### src/rtl/mem_stage_if.sv
// mem_stage_if: groups the execute->MEM, MEM->WB and SRAM read-data signals
// around the memory-access stage.
//   slave  : the view used by mem_stage (consumes EX/WB/SRAM, drives MEM outputs)
//   master : the view used by the surrounding pipeline / environment
interface mem_stage_if #(
  parameter int EXREG_W  = 107,
  parameter int MEMREG_W = 70,
  parameter int BYPASS_W = 39
);
  logic                EXreg_valid;
  logic [EXREG_W-1:0]  EXreg_bus;
  logic                EX_ready_go;
  logic                WB_allow_in;
  logic [31:0]         data_sram_rdata;
  logic                MEM_allow_in;
  logic                MEM_ready_go;
  logic [BYPASS_W-1:0] MEM_bypass_bus;
  logic                MEMreg_valid;
  logic [MEMREG_W-1:0] MEMreg_bus;

  modport slave (
    input  EXreg_valid, EXreg_bus, EX_ready_go, WB_allow_in, data_sram_rdata,
    output MEM_allow_in, MEM_ready_go, MEM_bypass_bus, MEMreg_valid, MEMreg_bus
  );

  modport master (
    output EXreg_valid, EXreg_bus, EX_ready_go, WB_allow_in, data_sram_rdata,
    input  MEM_allow_in, MEM_ready_go, MEM_bypass_bus, MEMreg_valid, MEMreg_bus
  );
endinterface

### src/rtl/mem_stage.sv
// mem_stage: memory-access pipeline stage between execute and write-back.
// Latches the execute payload, picks up the synchronous SRAM read data one
// cycle after the request, selects load data or ALU result for write-back,
// and publishes it on a forwarding bus.
//
// Ports:
//   clk    - rising-edge clock
//   reset  - asynchronous, active-low clear of all state
//   mif    - mem_stage_if.slave: EXreg_valid/EXreg_bus/EX_ready_go in,
//            WB_allow_in in, data_sram_rdata in; MEM_allow_in, MEM_ready_go,
//            MEM_bypass_bus, MEMreg_valid, MEMreg_bus out
//
// Build option MEM_RDATA_HOLD_EN: when defined, the SRAM response is buffered
// if write-back stalls in the response cycle, so load data survives any stall
// length. When undefined, load data is taken straight from the SRAM port and
// write-back must not stall while a load sits in this stage.
module mem_stage #(
  parameter int EXREG_W  = 107,
  parameter int MEMREG_W = 70,
  parameter int BYPASS_W = 39
) (
  input logic       clk,
  input logic       reset,
  mem_stage_if.slave mif
);

  // Execute payload layout, MSB first.
  typedef struct packed {
    logic [31:0] alu_result;
    logic [31:0] rkd_value;
    logic [3:0]  mem_we;
    logic        rf_we;
    logic        res_from_mem;
    logic [4:0]  rf_waddr;
    logic [31:0] pc;
  } ex_reg_t;

  typedef struct packed {
    logic        rf_we;
    logic [4:0]  rf_waddr;
    logic [31:0] rf_wdata;
    logic [31:0] pc;
  } mem_reg_t;

  typedef struct packed {
    logic [4:0]  rf_waddr;
    logic        rf_we;
    logic        res_from_mem;
    logic [31:0] result;
  } bypass_t;

  logic        valid_r;
  ex_reg_t     bus_r;
  logic        ready_go;
  logic        allow_in;
  logic        take;
  logic [31:0] rdata_eff;
  logic [31:0] rf_wdata;
  mem_reg_t    mem_out;
  bypass_t     byp_out;

  assign ready_go = 1'b1;
  assign allow_in = ~valid_r | (ready_go & mif.WB_allow_in);
  // A real instruction is loaded only when execute offers one and we can take it.
  assign take     = allow_in & mif.EXreg_valid & mif.EX_ready_go;

  always_ff @(posedge clk or negedge reset) begin
    if (!reset) begin
      valid_r <= 1'b0;
      bus_r   <= '0;
    end else if (allow_in) begin
      valid_r <= mif.EXreg_valid & mif.EX_ready_go;
      // A bubble leaves the old payload in place.
      if (take) bus_r <= ex_reg_t'(mif.EXreg_bus);
    end
  end

`ifdef MEM_RDATA_HOLD_EN
  logic        first_r;
  logic        hold_vld;
  logic [31:0] hold_data;

  // The SRAM presents the response only in the first cycle an instruction
  // sits here; if write-back stalls that cycle, park the response.
  always_ff @(posedge clk or negedge reset) begin
    if (!reset) begin
      first_r   <= 1'b0;
      hold_vld  <= 1'b0;
      hold_data <= '0;
    end else begin
      first_r <= take;
      if (take) begin
        hold_vld <= 1'b0;
      end else if (valid_r & mif.WB_allow_in) begin
        hold_vld <= 1'b0;
      end else if (valid_r & first_r & ~mif.WB_allow_in) begin
        hold_vld  <= 1'b1;
        hold_data <= mif.data_sram_rdata;
      end
    end
  end

  assign rdata_eff = hold_vld ? hold_data : mif.data_sram_rdata;
`else
  assign rdata_eff = mif.data_sram_rdata;
`endif

  // Full-word loads only: no byte/half selection or sign extension.
  assign rf_wdata = bus_r.res_from_mem ? rdata_eff : bus_r.alu_result;

  always_comb begin
    mem_out          = '0;
    mem_out.rf_we    = bus_r.rf_we;
    mem_out.rf_waddr = bus_r.rf_waddr;
    mem_out.rf_wdata = rf_wdata;
    mem_out.pc       = bus_r.pc;
  end

  // Forwarding write-enable is qualified by occupancy so a stale payload
  // (after a bubble or reset) never looks like a pending write.
  always_comb begin
    byp_out              = '0;
    byp_out.rf_waddr     = bus_r.rf_waddr;
    byp_out.rf_we        = bus_r.rf_we & valid_r;
    byp_out.res_from_mem = bus_r.res_from_mem;
    byp_out.result       = rf_wdata;
  end

  assign mif.MEM_ready_go   = ready_go;
  assign mif.MEM_allow_in   = allow_in;
  assign mif.MEMreg_valid   = valid_r;
  assign mif.MEMreg_bus     = mem_out;
  assign mif.MEM_bypass_bus = byp_out;

  // Store data and byte enables travel with the instruction but are consumed
  // by the SRAM request in execute, not by write-back.
  logic unused_st;
  assign unused_st = ^{bus_r.rkd_value, bus_r.mem_we};

endmodule

### src/flat_wrapper.sv
// flat-port wrapper written by rule: the top's interface ports become plain ports
module mem_stage_flat 
#(
  parameter int EXREG_W  = 107,
  parameter int MEMREG_W = 70,
  parameter int BYPASS_W = 39
)
  (clk, reset, mif_EXreg_valid, mif_EXreg_bus, mif_EX_ready_go, mif_WB_allow_in, mif_data_sram_rdata, mif_MEM_allow_in, mif_MEM_ready_go, mif_MEM_bypass_bus, mif_MEMreg_valid, mif_MEMreg_bus);
  mem_stage_if #(.EXREG_W(EXREG_W), .MEMREG_W(MEMREG_W), .BYPASS_W(BYPASS_W)) mif_i ();
  input logic clk;
  input logic reset;
  input wire logic [$bits(mif_i.EXreg_valid)-1:0] mif_EXreg_valid;
  input wire logic [$bits(mif_i.EXreg_bus)-1:0] mif_EXreg_bus;
  input wire logic [$bits(mif_i.EX_ready_go)-1:0] mif_EX_ready_go;
  input wire logic [$bits(mif_i.WB_allow_in)-1:0] mif_WB_allow_in;
  input wire logic [$bits(mif_i.data_sram_rdata)-1:0] mif_data_sram_rdata;
  output wire logic [$bits(mif_i.MEM_allow_in)-1:0] mif_MEM_allow_in;
  output wire logic [$bits(mif_i.MEM_ready_go)-1:0] mif_MEM_ready_go;
  output wire logic [$bits(mif_i.MEM_bypass_bus)-1:0] mif_MEM_bypass_bus;
  output wire logic [$bits(mif_i.MEMreg_valid)-1:0] mif_MEMreg_valid;
  output wire logic [$bits(mif_i.MEMreg_bus)-1:0] mif_MEMreg_bus;
  assign mif_i.EXreg_valid = mif_EXreg_valid;
  assign mif_i.EXreg_bus = mif_EXreg_bus;
  assign mif_i.EX_ready_go = mif_EX_ready_go;
  assign mif_i.WB_allow_in = mif_WB_allow_in;
  assign mif_i.data_sram_rdata = mif_data_sram_rdata;
  assign mif_MEM_allow_in = mif_i.MEM_allow_in;
  assign mif_MEM_ready_go = mif_i.MEM_ready_go;
  assign mif_MEM_bypass_bus = mif_i.MEM_bypass_bus;
  assign mif_MEMreg_valid = mif_i.MEMreg_valid;
  assign mif_MEMreg_bus = mif_i.MEMreg_bus;
  mem_stage #(.EXREG_W(EXREG_W), .MEMREG_W(MEMREG_W), .BYPASS_W(BYPASS_W)) u_core (.clk(clk), .reset(reset), .mif(mif_i));
endmodule
### config.mk
export PLATFORM = sky130hd
export DESIGN_NAME = mem_stage_flat
export DESIGN_NICKNAME = d
export VERILOG_FILES = /design/src/rtl/mem_stage_if.sv /design/src/rtl/mem_stage.sv /design/src/flat_wrapper.sv
export SDC_FILE = /design/constraint.sdc
export NUM_CORES = 1
export LEC_CHECK = 0
export BUFFER_PORTS_ARGS = -buffer_cell sky130_fd_sc_hd__buf_2
export CAP_MARGIN = 20
export CORE_AREA = 2 2 130 132
export DETAILED_ROUTE_END_ITERATION = 6
export DIE_AREA = 0 0 132 134
export MAX_ROUTING_LAYER = met4
export PLACE_DENSITY_LB_ADDON = 0.1
export SYNTH_ARGS = -nofsm -noshare
export SYNTH_HDL_FRONTEND = slang
export SYNTH_SLANG_ARGS = --single-unit
### constraint.sdc
create_clock -name clk -period 3.9 [get_ports clk]
set_clock_uncertainty 0.15 [all_clocks]
set_input_delay 0.585 -clock clk [delete_from_list [all_inputs] [get_ports clk]]
set_output_delay 0.585 -clock clk [all_outputs]
set_load 0.02 [all_outputs]
==> out/metrics.cfg <==
[status]
status=finished, final reports clean

[global_routing]
grt_overflow_total=0
antenna_found_initial=0
grt_pass1_wl_mm=13.1
grt_use_total=0.0989
grt_pass1_vias=2424
grt_max_degree=73

[die]
start_util=0.247
rows=47
die_x_um=132
die-area_sq_um=17700
ios=256
die_y_um=134
core_area_sq_um=16300

[detailed_routing]
firstDrtPassIters=3
via_per_inst=3.73
ant_nets=0
drt_iter0_markers=44
routed_wl_mm=8.42
num_vias=2384
wl_per_cell_um=13.2
drc=0

[synthesis]
yosysUniqueCellTypes=14
syn_inst=270
avgSynthCellArea_sq_um=14.9
synth.area.top_cells=dfrtp_1, mux2_4, buf_4
synth_warnings=0
synth_top_cell_by_area=dfrtp_1
synth_nets=414
seq_area_frac_synth=0.447
synth.ff_latch_count=72
yosysTopAreaCellShare=0.447
synth_area_sq_um=4030

[cells_and_area]
finalCoreUtilization=0.308
regArea_sq_um=1800
multi_input_area_sq_um=1470
layout-drive-gt1-share=0.812
area.growth.synth_to_final_pct=24.5
n_antenna_cell=0
n_fill_cell=1682
nNetsFinal=559
final_cell_area_sq_um=5010

[power_and_ir_drop]
power_density_nw_per_um2=559
power.leakage_uw=0.00257
max-vdd-ir-drop_mv=0.227

[worst_setup_path]
crit_slowest_cell=dfrtp_1
crit_chain=buf_4 > mux2_2 > buf_2
crit_type=reg2out
path_buf_inv=2
critical_path_arrival_ns=1.84
cpPeakStageDelay_ns=0.52
r2r-end=u_core.bus_r[98]
reg2reg_depth=4
worst_setup_path_start_kind=register
critPathTopFamily=buffers and inverters
cp_max_fo=27
required_ns=3.16
crit_path_end_kind=output pin
r2r_slack_ns=1.88
timing.rr.start=u_core.mif.MEMreg_valid

[timing]
grt_setup_unrepaired=false
hold_viol_final=0
layout_setup_ws_ns=1.32
final_max_slew_viol_count=0
maxSlewHeadroom=0.398
fmax_mhz=388
fin_tns_setup_ns=0
finalCritPeriodShare=0.661
tightest_slew_ns=0.902
finalSetupViolations=0
min_period_ns=2.58

[clock_network]
cts-buffers-inserted=9
clock_latency_ns=0.33
htreeDepth=3
clk_pin_slew_worst_paths_ns=0.06
clkSinkCount=72
cts_tree=yes
cts_buffer_depth=2
cts_root_buf=clkbuf_16

[min_path]
hold_end=u_core.mif.MEMreg_bus[23]
min_path_cells=2
holdCritPathClass=in2reg
holdCritStartpoint=mif_EXreg_bus[23]

[place]
placed_area_sq_um=4660
preCtsSetupSlack_ns=1.59
gp_congestion=0.717
port_buffers=218
dp_hpwl_mm=6.03

[flow_run]
cap_violations=0

[registers in the layout, indices dropped and copies added (netlist names)]
signal / flops
u_core.bus_r: 32
u_core.mif.MEMreg_valid: 1
u_core.mif.MEM_bypass_bus: 6
u_core.mif.MEMreg_bus: 33
[where the power goes]
part	switching (uW)	leakage [uW]	internal, uW
Sequential	82.9	0.000847	883
Combinational	507	0.00157	452
Clock	318	0.000150	561
[layout by cell type (no fill, tap or decap), types with 2 or more instances in the layout]
master     netlist  final
buf_4           77      4
mux2_4          70     70
dfrtp_1         72     72
mux2_2          32     32
clkbuf_16        0      9
buf_2            3    217
clkbuf_1         1      2
bufinv_16        0      2
[worst max path at each step]
stage	start	endpoint	depth (start not counted)
6_report	u_core.mif.MEM_bypass_bus[32]	mif_MEM_bypass_bus[2]	3
2_1_floorplan	u_core.mif.MEM_bypass_bus[32]	mif_MEMreg_bus[32]	4
3_3_place_gp	mif_WB_allow_in	u_core.bus_r[99]	5
3_5_place_dp	mif_WB_allow_in	u_core.bus_r[90]	5
5_1_grt	u_core.mif.MEM_bypass_bus[32]	mif_MEMreg_bus[33]	3
4_1_cts	u_core.mif.MEM_bypass_bus[32]	mif_MEM_bypass_bus[1]	3
[per-stage QoR]
step | hold slack (ns) | instances | total power (uW)
6_report | 0.322 | 640 | 2800
5_1_grt | 0.313 | 640 | 2950
2_1_floorplan | 0.139 | 270 | 1840
3_3_place_gp | 0.321 | 622 | 1950
4_1_cts | 0.287 | 638 | 2860
3_5_place_dp | 0.329 | 622 | 1940
[cell families after synthesis]
family,Yosys count,synth area share
multiplexers,103,0.353
AND/OR/NAND/NOR,5,0.0109
flip-flops,72,0.447
other,1,0.000931
buffers and inverters,89,0.188
[cell type report]
| type | instances | share of cell area |
|---|---|---|
| repair buffers | 223 | 0.230 |
| clock inverters | 5 | 0.0162 |
| flip-flops and latches | 72 | 0.359 |
| multi-input cells | 109 | 0.293 |
| clock buffers | 11 | 0.0464 |
| well taps | 220 | 0.0549 |
[layer usage]
metal	global-route usage	routed length, um
met1	0.120	3750
met2	0.149	3870
met3	0.0253	613
met4	0.0580	189
met5	-	0
[synthesized netlist by cell type (all sizes together)]
cell type	n
buf	88
conb	1
nor2b	1
and2	1
nand2	2
clkbuf	1
nand2b	1
mux2	103
dfrtp	72
[what timing repair did]
action	in CTS	in global routing
hold endpoints to repair	0	6
buffers inserted	0	0
resized for setup	0	0
hold buffers	0	1
Note: power is estimated with default switching activity, not from simulation.
